## src/rtl/seg_display_pkg.sv

```systemverilog
`default_nettype none
// ============================================================================
// Module   : seg_display_pkg
// Purpose  : Shared constants and types for the multiplexed 7-segment display.
//            Segment patterns are active-low, bit [7:1] = a..g, bit [0] = dp.
// Contents : segment constants (blank, 'P', dash), digit pattern lookup,
//            converter state enumeration.
// Revision : 1.0 - initial release
// ============================================================================
package seg_display_pkg;

  localparam logic [7:0] c_seg_blank = 8'hFF;
  localparam logic [7:0] c_seg_p     = 8'h31;
  localparam logic [7:0] c_seg_dash  = 8'hFD;

  typedef enum logic [1:0] {
    ST_IDLE   = 2'd0,
    ST_SHIFT  = 2'd1,
    ST_COMMIT = 2'd2
  } conv_state_e;

  // Decimal digit to active-low segment pattern; non-decimal codes blank.
  function automatic logic [7:0] seg_digit(input logic [3:0] d);
    logic [7:0] pat;
    case (d)
      4'd0:    pat = 8'h03;
      4'd1:    pat = 8'h9F;
      4'd2:    pat = 8'h25;
      4'd3:    pat = 8'h0D;
      4'd4:    pat = 8'h99;
      4'd5:    pat = 8'h49;
      4'd6:    pat = 8'h41;
      4'd7:    pat = 8'h1F;
      4'd8:    pat = 8'h01;
      4'd9:    pat = 8'h09;
      default: pat = c_seg_blank;
    endcase
    return pat;
  endfunction

endpackage
`default_nettype wire

```

## src/rtl/bin2bcd_seq.sv

```systemverilog
`default_nettype none
// ============================================================================
// Module   : bin2bcd_seq
// Purpose  : Sequential double-dabble binary to BCD converter with a single
//            pending-request slot (latest request wins).
// Ports    : clk_i, rst_ni    - clock, asynchronous active-low reset
//            start_i, value_i - load strobe and binary value
//            busy_o           - conversion in progress (SHIFT or COMMIT)
//            done_o           - one-cycle strobe, bcd_o/ovf_o valid
//            bcd_o, ovf_o     - D BCD digits and sticky overflow
// Revision : 1.0 - initial release
// ============================================================================
module bin2bcd_seq
  import seg_display_pkg::*;
#(
  parameter int VALUE_W = 8,
  parameter int D       = 3
) (
  input  logic             clk_i,
  input  logic             rst_ni,
  input  logic             start_i,
  input  logic [VALUE_W-1:0] value_i,
  output logic             busy_o,
  output logic             done_o,
  output logic [4*D-1:0]   bcd_o,
  output logic             ovf_o
);

  localparam int BCD_W = 4 * D;
  localparam int STEP_W = (VALUE_W > 1) ? $clog2(VALUE_W) : 1;
  localparam logic [STEP_W-1:0] c_last_step = STEP_W'(VALUE_W - 1);

  conv_state_e        state_q, state_d;
  logic [VALUE_W-1:0] sh_q, sh_d;
  logic [VALUE_W-1:0] pend_val_q, pend_val_d;
  logic               pend_q, pend_d;
  logic [BCD_W-1:0]   bcd_q, bcd_d;
  logic [BCD_W-1:0]   w_adj;
  logic               ovf_q, ovf_d;
  logic [STEP_W-1:0]  step_q, step_d;

  // Add-3 correction on every nibble that is 5 or more.
  always_comb begin
    w_adj = bcd_q;
    for (int i = 0; i < D; i++) begin
      if (bcd_q[4*i +: 4] >= 4'd5) begin
        w_adj[4*i +: 4] = bcd_q[4*i +: 4] + 4'd3;
      end
    end
  end

  always_comb begin
    state_d    = state_q;
    sh_d       = sh_q;
    pend_d     = pend_q;
    pend_val_d = pend_val_q;
    bcd_d      = bcd_q;
    ovf_d      = ovf_q;
    step_d     = step_q;
    done_o     = 1'b0;
    case (state_q)
      ST_IDLE: begin
        if (start_i) begin
          state_d = ST_SHIFT;
          sh_d    = value_i;
          bcd_d   = '0;
          ovf_d   = 1'b0;
          step_d  = '0;
        end
      end
      ST_SHIFT: begin
        // The adjusted MSB leaves the top digit here; a 1 means the value
        // cannot be represented in D digits.
        bcd_d  = {w_adj[BCD_W-2:0], sh_q[VALUE_W-1]};
        sh_d   = sh_q << 1;
        ovf_d  = ovf_q | w_adj[BCD_W-1];
        step_d = step_q + 1'b1;
        if (step_q == c_last_step) begin
          state_d = ST_COMMIT;
        end
        if (start_i) begin
          pend_d     = 1'b1;
          pend_val_d = value_i;
        end
      end
      ST_COMMIT: begin
        done_o = 1'b1;
        pend_d = 1'b0;
        if (start_i || pend_q) begin
          // A strobe in this very cycle is newer than the stored request.
          state_d = ST_SHIFT;
          sh_d    = start_i ? value_i : pend_val_q;
          bcd_d   = '0;
          ovf_d   = 1'b0;
          step_d  = '0;
        end else begin
          state_d = ST_IDLE;
        end
      end
      default: state_d = ST_IDLE;
    endcase
  end

  always_ff @(posedge clk_i or negedge rst_ni) begin
    if (!rst_ni) begin
      state_q    <= ST_IDLE;
      sh_q       <= '0;
      pend_q     <= 1'b0;
      pend_val_q <= '0;
      bcd_q      <= '0;
      ovf_q      <= 1'b0;
      step_q     <= '0;
    end else begin
      state_q    <= state_d;
      sh_q       <= sh_d;
      pend_q     <= pend_d;
      pend_val_q <= pend_val_d;
      bcd_q      <= bcd_d;
      ovf_q      <= ovf_d;
      step_q     <= step_d;
    end
  end

  assign busy_o = (state_q != ST_IDLE);
  assign bcd_o  = bcd_q;
  assign ovf_o  = ovf_q;

endmodule
`default_nettype wire

```

## src/rtl/seg_display_mux.sv

```systemverilog
`default_nettype none
// ============================================================================
// Module   : seg_display_mux
// Purpose  : Time-multiplexed 7-segment driver. Digit 0 is a status digit
//            ('P' while paused), digits 1..NUM_DIGITS-1 show the last
//            committed value in decimal, MSD at digit 1.
// Ports    : clk_i, rst_ni     - clock, asynchronous active-low reset
//            value_i           - binary value, loaded on value_valid_i
//            paused_i          - status flag, shown live
//            blank_lz_i        - leading-zero blanking enable
//            sega_o            - digit enables, active-low, bit i = digit i
//            segd_o            - segments, active-low, [7:1]=a..g, [0]=dp
//            busy_o            - conversion in progress
// Revision : 1.0 - initial release
// ============================================================================
module seg_display_mux
  import seg_display_pkg::*;
#(
  parameter int CLK_HZ     = 100000000,
  parameter int REFRESH_HZ = 1000,
  parameter int NUM_DIGITS = 4,
  parameter int VALUE_W    = 8
) (
  input  logic                  clk_i,
  input  logic                  rst_ni,
  input  logic [VALUE_W-1:0]    value_i,
  input  logic                  value_valid_i,
  input  logic                  paused_i,
  input  logic                  blank_lz_i,
  output logic [NUM_DIGITS-1:0] sega_o,
  output logic [7:0]            segd_o,
  output logic                  busy_o
);

  localparam int D     = NUM_DIGITS - 1;
  localparam int SLOT  = CLK_HZ / (REFRESH_HZ * NUM_DIGITS);
  localparam int CNT_W = (SLOT > 1) ? $clog2(SLOT) : 1;
  localparam int IDX_W = $clog2(NUM_DIGITS);
  localparam logic [CNT_W-1:0] c_slot_last = CNT_W'(SLOT - 1);
  localparam logic [IDX_W-1:0] c_idx_last  = IDX_W'(NUM_DIGITS - 1);

  logic [CNT_W-1:0] cnt_q, cnt_d;
  logic [IDX_W-1:0] idx_q, idx_d;
  logic [4*D-1:0]   disp_bcd_q, disp_bcd_d;
  logic             disp_ovf_q, disp_ovf_d;

  logic             w_conv_done;
  logic [4*D-1:0]   w_conv_bcd;
  logic             w_conv_ovf;
  logic [3:0]       w_dig;
  logic             w_run_zero;
  logic [7:0]       w_segd;

  bin2bcd_seq #(
    .VALUE_W (VALUE_W),
    .D       (D)
  ) u_conv (
    .clk_i   (clk_i),
    .rst_ni  (rst_ni),
    .start_i (value_valid_i),
    .value_i (value_i),
    .busy_o  (busy_o),
    .done_o  (w_conv_done),
    .bcd_o   (w_conv_bcd),
    .ovf_o   (w_conv_ovf)
  );

  // Scan counter, digit index, and the committed display snapshot.
  always_comb begin
    cnt_d      = cnt_q + 1'b1;
    idx_d      = idx_q;
    disp_bcd_d = disp_bcd_q;
    disp_ovf_d = disp_ovf_q;
    if (cnt_q == c_slot_last) begin
      cnt_d = '0;
      idx_d = (idx_q == c_idx_last) ? '0 : idx_q + 1'b1;
    end
    if (w_conv_done) begin
      disp_bcd_d = w_conv_bcd;
      disp_ovf_d = w_conv_ovf;
    end
  end

  always_ff @(posedge clk_i or negedge rst_ni) begin
    if (!rst_ni) begin
      cnt_q      <= '0;
      idx_q      <= '0;
      disp_bcd_q <= '0;
      disp_ovf_q <= 1'b0;
    end else begin
      cnt_q      <= cnt_d;
      idx_q      <= idx_d;
      disp_bcd_q <= disp_bcd_d;
      disp_ovf_q <= disp_ovf_d;
    end
  end

  // Digit select: first cycle of every slot is all-off so the segment
  // lines can settle before the next digit lights.
  always_comb begin
    sega_o = '1;
    if (cnt_q != '0) begin
      sega_o = ~(NUM_DIGITS'(1) << idx_q);
    end
  end

  // Segment decode. w_run_zero tracks whether every digit from the MSD down
  // to the current one is zero, which is exactly the leading-zero condition.
  always_comb begin
    w_segd     = c_seg_blank;
    w_dig      = '0;
    w_run_zero = 1'b1;
    if (idx_q == '0) begin
      w_segd = paused_i ? c_seg_p : c_seg_blank;
    end
    for (int k = 1; k <= D; k++) begin
      w_dig      = disp_bcd_q[4*(D-k) +: 4];
      w_run_zero = w_run_zero & (w_dig == 4'd0);
      if (idx_q == IDX_W'(k)) begin
        if (disp_ovf_q) begin
          w_segd = c_seg_dash;
        end else if (blank_lz_i && w_run_zero && (k != D)) begin
          w_segd = c_seg_blank;
        end else begin
          w_segd = seg_digit(w_dig);
        end
      end
    end
  end

  // Reset gates the segment lines directly so they are dark while held.
  assign segd_o = rst_ni ? w_segd : c_seg_blank;

endmodule
`default_nettype wire

```

## config.mk

```make
export PLATFORM = sky130hd
export DESIGN_NAME = seg_display_mux
export DESIGN_NICKNAME = d
export VERILOG_FILES = /design/src/rtl/seg_display_pkg.sv /design/src/rtl/bin2bcd_seq.sv /design/src/rtl/seg_display_mux.sv
export SDC_FILE = /design/constraint.sdc
export NUM_CORES = 1
export LEC_CHECK = 0
export ABC_CLOCK_PERIOD_IN_PS = 2500
export BUFFER_PORTS_ARGS = -buffer_cell sky130_fd_sc_hd__buf_4
export CORE_ASPECT_RATIO = 1.4
export CORE_MARGIN = 2
export CORE_UTILIZATION = 55
export DETAILED_ROUTE_END_ITERATION = 10
export PLACE_DENSITY = 0.72
export REMOVE_ABC_BUFFERS = 1
export SLEW_MARGIN = 20
export SYNTH_ARGS = -nofsm -noshare
export SYNTH_HDL_FRONTEND = slang
export SYNTH_SLANG_ARGS = --single-unit
```

## constraint.sdc

```tcl
create_clock -name clk_i -period 2.5 [get_ports clk_i]
set_input_delay 0.5 -clock clk_i [delete_from_list [all_inputs] [get_ports clk_i]]
set_output_delay 0.5 -clock clk_i [all_outputs]
set_load 0.005 [all_outputs]
```

; Word-level counts from Yosys, hierarchy flattened
; Memories as Yosys holds them, arrays and structs flattened.
; Index checks and enable logic that the tools add are counted.
[word_totals]
word_cells = 89
mem_count = 3
regBits = 65
in_bits = 13
output_inout_bits = 13
rom_bits = 336
[op_classes]
n_mux = 37
eq_ne = 11
shifts = 1
bitwise_logic = 3
n_reduce_logical = 14
order_cmp = 3
n_addsub = 6
[memory_table]
columns = name, depth, width, read_ports, rd_ports_with_merged_regs, wr, line
row1 = (name not given), 16, 7, 1, 0, 0, seg_display_pkg.sv:25  ; case (d)
row2 = (name not given), 16, 7, 1, 0, 0, seg_display_pkg.sv:25
row3 = (name not given), 16, 7, 1, 0, 0, seg_display_pkg.sv:25
[ops]
columns = cell, n
row1 = 8-bit 2-to-1 mux, 14
row2 = 12-bit one-hot mux with 3 select lines, 1
row3 = 12-bit 2-to-1 mux, 2
row4 = 8-bit one-hot mux with 3 select lines, 1
row5 = 4-bit 2-to-1 mux, 4
row6 = 15-bit by 1-bit adder with 15-bit output (second input constant), 1
row7 = 15-bit == test (second input constant), 1
row8 = 15-bit 2-to-1 mux, 1
row9 = 15-bit nonzero test, 1
row10 = 4-bit by 2-bit adder with 4-bit output (second input constant), 3
row11 = 4-bit by 3-bit greater-or-equal comparator with 1-bit output (second input constant), 3
row12 = 3-bit one-hot mux with 3 select lines, 1
row13 = 4-bit logical NOT, 2
row14 = 2-bit == test (second input constant), 3
row15 = 2-bit 2-to-1 mux, 3
row16 = 3-bit 2-to-1 mux, 2
row17 = 2-bit one-hot mux with 3 select lines, 1
row18 = 1-bit 2-to-1 mux, 5
row19 = 2-bit by 1-bit == test with 1-bit output (second input constant), 2
row20 = 2-bit logical NOT, 2
row21 = 2-bit by 1-bit inequality test with 1-bit output (second input constant), 2
row22 = 2-bit inequality test (second input constant), 2
row23 = 4-bit NOT, 1
row24 = 2-bit AND reduction, 2
row25 = 13 further kinds, 15

; Depth between registers and ports, before layout
[depth]
ltp_word = 8
depth_mapped = 8
depth_no_buf = 6

; Hierarchy
; From an unflattened synthesis, not the netlist that was laid out.
[unflattened]
cells_unflattened = 455
hier_area_um2 = 4197.8
[modules_own_cells]
columns = mod, seq_area_each_um2, area_per_inst_um2, cells_per_inst, instances
row1 = seg_display_mux, 750.7, 2219.6, 257, 1
row2 = bin2bcd_seq, 875.8, 1978.1, 198, 1

; Least setup slack after synthesis
; Ideal clock, no wire load.
[synth_timing]
kind = register to output
start = register disp_bcd_q[9]
end = output segd_o[7]
setup_slack_ns = 0.506
t_required_ns = 2.000
path_stages_with_launch = 7
n_path_buf = 0
arrival_ns = 1.494
cell_sequence = dfrtp_1 > inv_1 > ha_1 > and4b_1 > a211o_1 > o21ai_0 > a32oi_1
[synth_via]
elab_chain_len = 8
word_cells_on_any_way = 13
cone_classes = 8 x mux / 1 x bitwise / 3 x reduce/logical / 1 x memory
[synth_rtl]
columns = element, line
row1 = from (decl), seg_display_mux.sv:44  ; logic [4*D-1:0] disp_bcd_q, disp_bcd_d;
row2 = from (signal assigned), seg_display_mux.sv:93  ; disp_bcd_q <= disp_bcd_d;
row3 = "parallel branches: the longest is 5 deep, another holds memory read 16 x 7 bit", n/a
row4 = 8-bit 2-to-1 mux * (2 in a row), seg_display_mux.sv:119  ; if (idx_q == IDX_W'(k)) begin
row5 = 8-bit 2-to-1 mux *, seg_display_mux.sv:132  ; assign segd_o = rst_ni ? w_segd : c_seg_blank;
row6 = to (decl), seg_display_mux.sv:31  ; output logic [7:0] segd_o,
; Mark *: on every way between the ends.

; Final worst setup path
[layout_timing]
start = register cnt_q[11]
end = output sega_o[0]
[layout_via]
elab_chain_len = 2
[layout_rtl]
columns = element, line
row1 = from (decl), seg_display_mux.sv:42  ; logic [CNT_W-1:0] cnt_q, cnt_d;
row2 = from (signal assigned), seg_display_mux.sv:91  ; cnt_q <= cnt_d;
row3 = 15-bit nonzero test, seg_display_mux.sv:102  ; if (cnt_q != '0) begin
row4 = 4-bit 2-to-1 mux, seg_display_mux.sv:102
row5 = to (decl), seg_display_mux.sv:30  ; output logic [NUM_DIGITS-1:0] sega_o,
; Every way passes these cells.

==> flow_metrics.tcl <==
set metrics [dict create \
    async_flop_share_pct 100 \
    synth_area_leaders "dfrtp_1, ha_1, o21ai_0, mux2_2, a22o_1" \
    antennaDiodeCount 0 \
    avgSynthCellArea_sq_um 9.39 \
    gr-usage-met3_pct 5.72 \
    cts-htree-levels 3 \
    finalCritPeriodShare_pct 99.9 \
    outcome "completed" \
    die_w_um 77.6 \
    rrSetupSlack_ns 0.62 \
    synth.distinct_cells 54 \
    startpoint_type "flop" \
    start_util_pct 56.6 \
    overflow 0 \
    cts_buffers 9 \
    dpl.cell_count 551 \
    ant_nets 0 \
    synthFlopType "dfrtp_1" \
    dp_worst_setup_slack_ns 0.164 \
    leakage_nw 2.15 \
    via_per_inst 5.94 \
    fin_cells 580 \
    timing.rr.start "u_conv.state_q[0]" \
    syn_area_sq_mm 0.00417 \
    max_freq_mhz 401 \
    cp-end-kind "output port" \
    synthesis.instances 444 \
    yosys_warnings 0 \
    grt_use_total_pct 23.0 \
    ys_ff_latch 65 \
    first_pass_iters 5 \
    min_period_ns 2.50 \
    wl_per_cell_um 15.6 \
    dr.first_iter.drc_count 195 \
    core_sq_mm 0.00736 \
    die_height_um 107 \
    vdd_drop_max_mv 0.485 \
    critical_path_class "reg2out" \
    final_core_util_pct 66.4 \
    synth_edf_count 0 \
    cp_max_fo 4 \
    powerDensity_mw_per_mm2 693 \
    drv_cap 0 \
    synth_top_area_cell "dfrtp_1" \
    wl_mm 9.06 \
    finClkSkew_ns 0.00784 \
    hold_viol_final 0 \
    cts_max_path_buffers 2 \
    arrival_ns 2.00 \
    reg2regPathDepth 8 \
    die-area_sq_mm 0.00830 \
    drive_gt1_share_pct 23.6 \
    area_growth_pct 17.2 \
    drv_slew 0 \
    rows 37 \
    grt_max_degree 66 \
    setup_viol 0 \
    io_buffers 24 \
    rsz0062_at_grt "yes" \
    drc_errors 0 \
    seq_area_frac_synth_pct 39.0 \
    clock-root-buffer "clkbuf_8" \
    layout.nets 524 \
    worst_slew_pin_slew_ns 0.813 \
    place_congestion 0.869 \
    startpoint "cnt_q[11]" \
    layout_setup_ws_ns 0.00372 \
    min_path_type "in2async" \
    dp_hpwl_mm 6.33 \
    yosys.area.top_type_share_pct 39.0 \
    cts_tree "done" \
    required_ns 2.00 \
    grt_pass1_vias 3382 \
    clock_latency_ns 0.35 \
    grt_pass1_wl_mm 15.1 \
    cts_sinks 65 \
    grt_use_met2_pct 39.0 \
    antenna_found_initial 0 \
    io_pins 26 \
    n_fill_cell 608 \
    relSlewSlack_pct 45.8 \
    cts.clk_slew.worst_paths_ns 0.07 \
    r2r_end "u_conv.bcd_o[10]" \
    routed-via-count 3444 \
    met1_usage_pct 26.4 \
    cts_hold_buf 0 \
    top_usage_layer "met2" \
]
per-stage QoR:
stage	TNS (ns)	hold WS, ns	power, W	instance area [sq um]
after floorplan	-1.11	0.204	0.00210	4070
after global placement	0	0.477	0.00238	4430
after detailed placement	0	0.475	0.00244	4430
after CTS	-0.0230	0.382	0.00338	4770
after global routing	-0.806	0.383	0.00361	4880
final	0	0.385	0.00338	4880
state kept, by name (all words and copies together), names as in the netlist:
name               cells
u_conv.bcd_o          12
u_conv.state_q         2
u_conv.step_q          3
u_conv.sh_q            8
u_conv.pend_q          1
u_conv.pend_val_q      8
idx_q                  2
disp_bcd_q            12
u_conv.ovf_o           1
cnt_q                 15
disp_ovf_q             1
critical path: stages, from the launching register on:
cell	delay (ns)
dfrtp_1	0.42
or4_4	0.57
nor4_4	0.15
nand4_1	0.26
nand2_1	0.14
buf_4	0.11
Yosys cell counts, types with 8 or more instances:
| cell | n |
|---|---|
| ha_1 | 33 |
| o21ai_0 | 55 |
| nor2b_1 | 11 |
| a22o_1 | 18 |
| a21oi_1 | 16 |
| nand3_1 | 8 |
| nand2_1 | 31 |
| inv_1 | 32 |
| clkbuf_1 | 17 |
| xor2_1 | 9 |
| mux2_2 | 16 |
| dfrtp_1 | 65 |
| nor2_1 | 22 |
| nand2b_1 | 8 |
| mux2i_1 | 8 |
how the worst max path moves through the flow:
stage | slack [ns] | depth (start not counted) | to
after global routing | -0.15 | 5 | sega_o[0]
after CTS | -0.01 | 5 | sega_o[2]
final | 0.004 | 5 | sega_o[0]
after detailed placement | 0.16 | 7 | segd_o[2]
after floorplan | -0.05 | 6 | u_conv.bcd_o[0]
after global placement | 0.26 | 7 | segd_o[7]
cells by family (layout without fill, tap and decap cells):
kind of cell	Yosys count	after routing	share of synthesized area [%]
mux	26	26	6.96
simple gates	116	116	14.6
compound gates	133	133	20.9
fa+ha+maj	33	33	9.90
flops	65	65	39.0
xor+xnor	16	16	3.36
other cells	1	1	0.0899
buf+inv	54	93	5.22
power breakdown:
group,switching (W),total (W),internal (W)
Sequential,0.000151,0.00140,0.00125
Clock,0.000376,0.000917,0.000541
Combinational,0.000578,0.00106,0.000486
cell type report:
| class | count | area (sq um) | share of cell area, % |
|---|---|---|---|
| sequential | 65 | 1630 | 33.5 |
| timing repair buffer | 45 | 342 | 6.99 |
| tap | 97 | 121 | 2.48 |
| inverter | 32 | 120 | 2.46 |
| clock buffer | 14 | 173 | 3.53 |
| multi-input combinational | 325 | 2460 | 50.4 |
| clock inverter | 2 | 35.0 | 0.717 |
placed cells by master, fill, tap and decap left out, types with 6 or more instances in the layout:
cell type / n
mux2_2: 16
nand2b_1: 7
nor2_1: 22
buf_4: 44
inv_1: 25
xnor2_1: 7
o31ai_1: 7
inv_2: 7
nand2_1: 31
clkbuf_8: 12
dfrtp_2: 6
a22o_1: 18
o21ai_0: 50
xor2_1: 9
dfrtp_1: 59
mux2i_1: 8
nor2b_1: 11
nand3_1: 8
a21oi_1: 15
ha_1: 27
routing by layer:
metal,part of all wire (%),wire (um)
met2,51,4600
met1,42,3790
met5,0,0
met4,3.7,339
met3,3.6,328
repair_timing:
action,CTS,global route
buffers inserted,10,3
resized for setup,18,29
setup endpoints to repair,11,11
pin swaps,7,15
(Power assumes the default switching activity.)
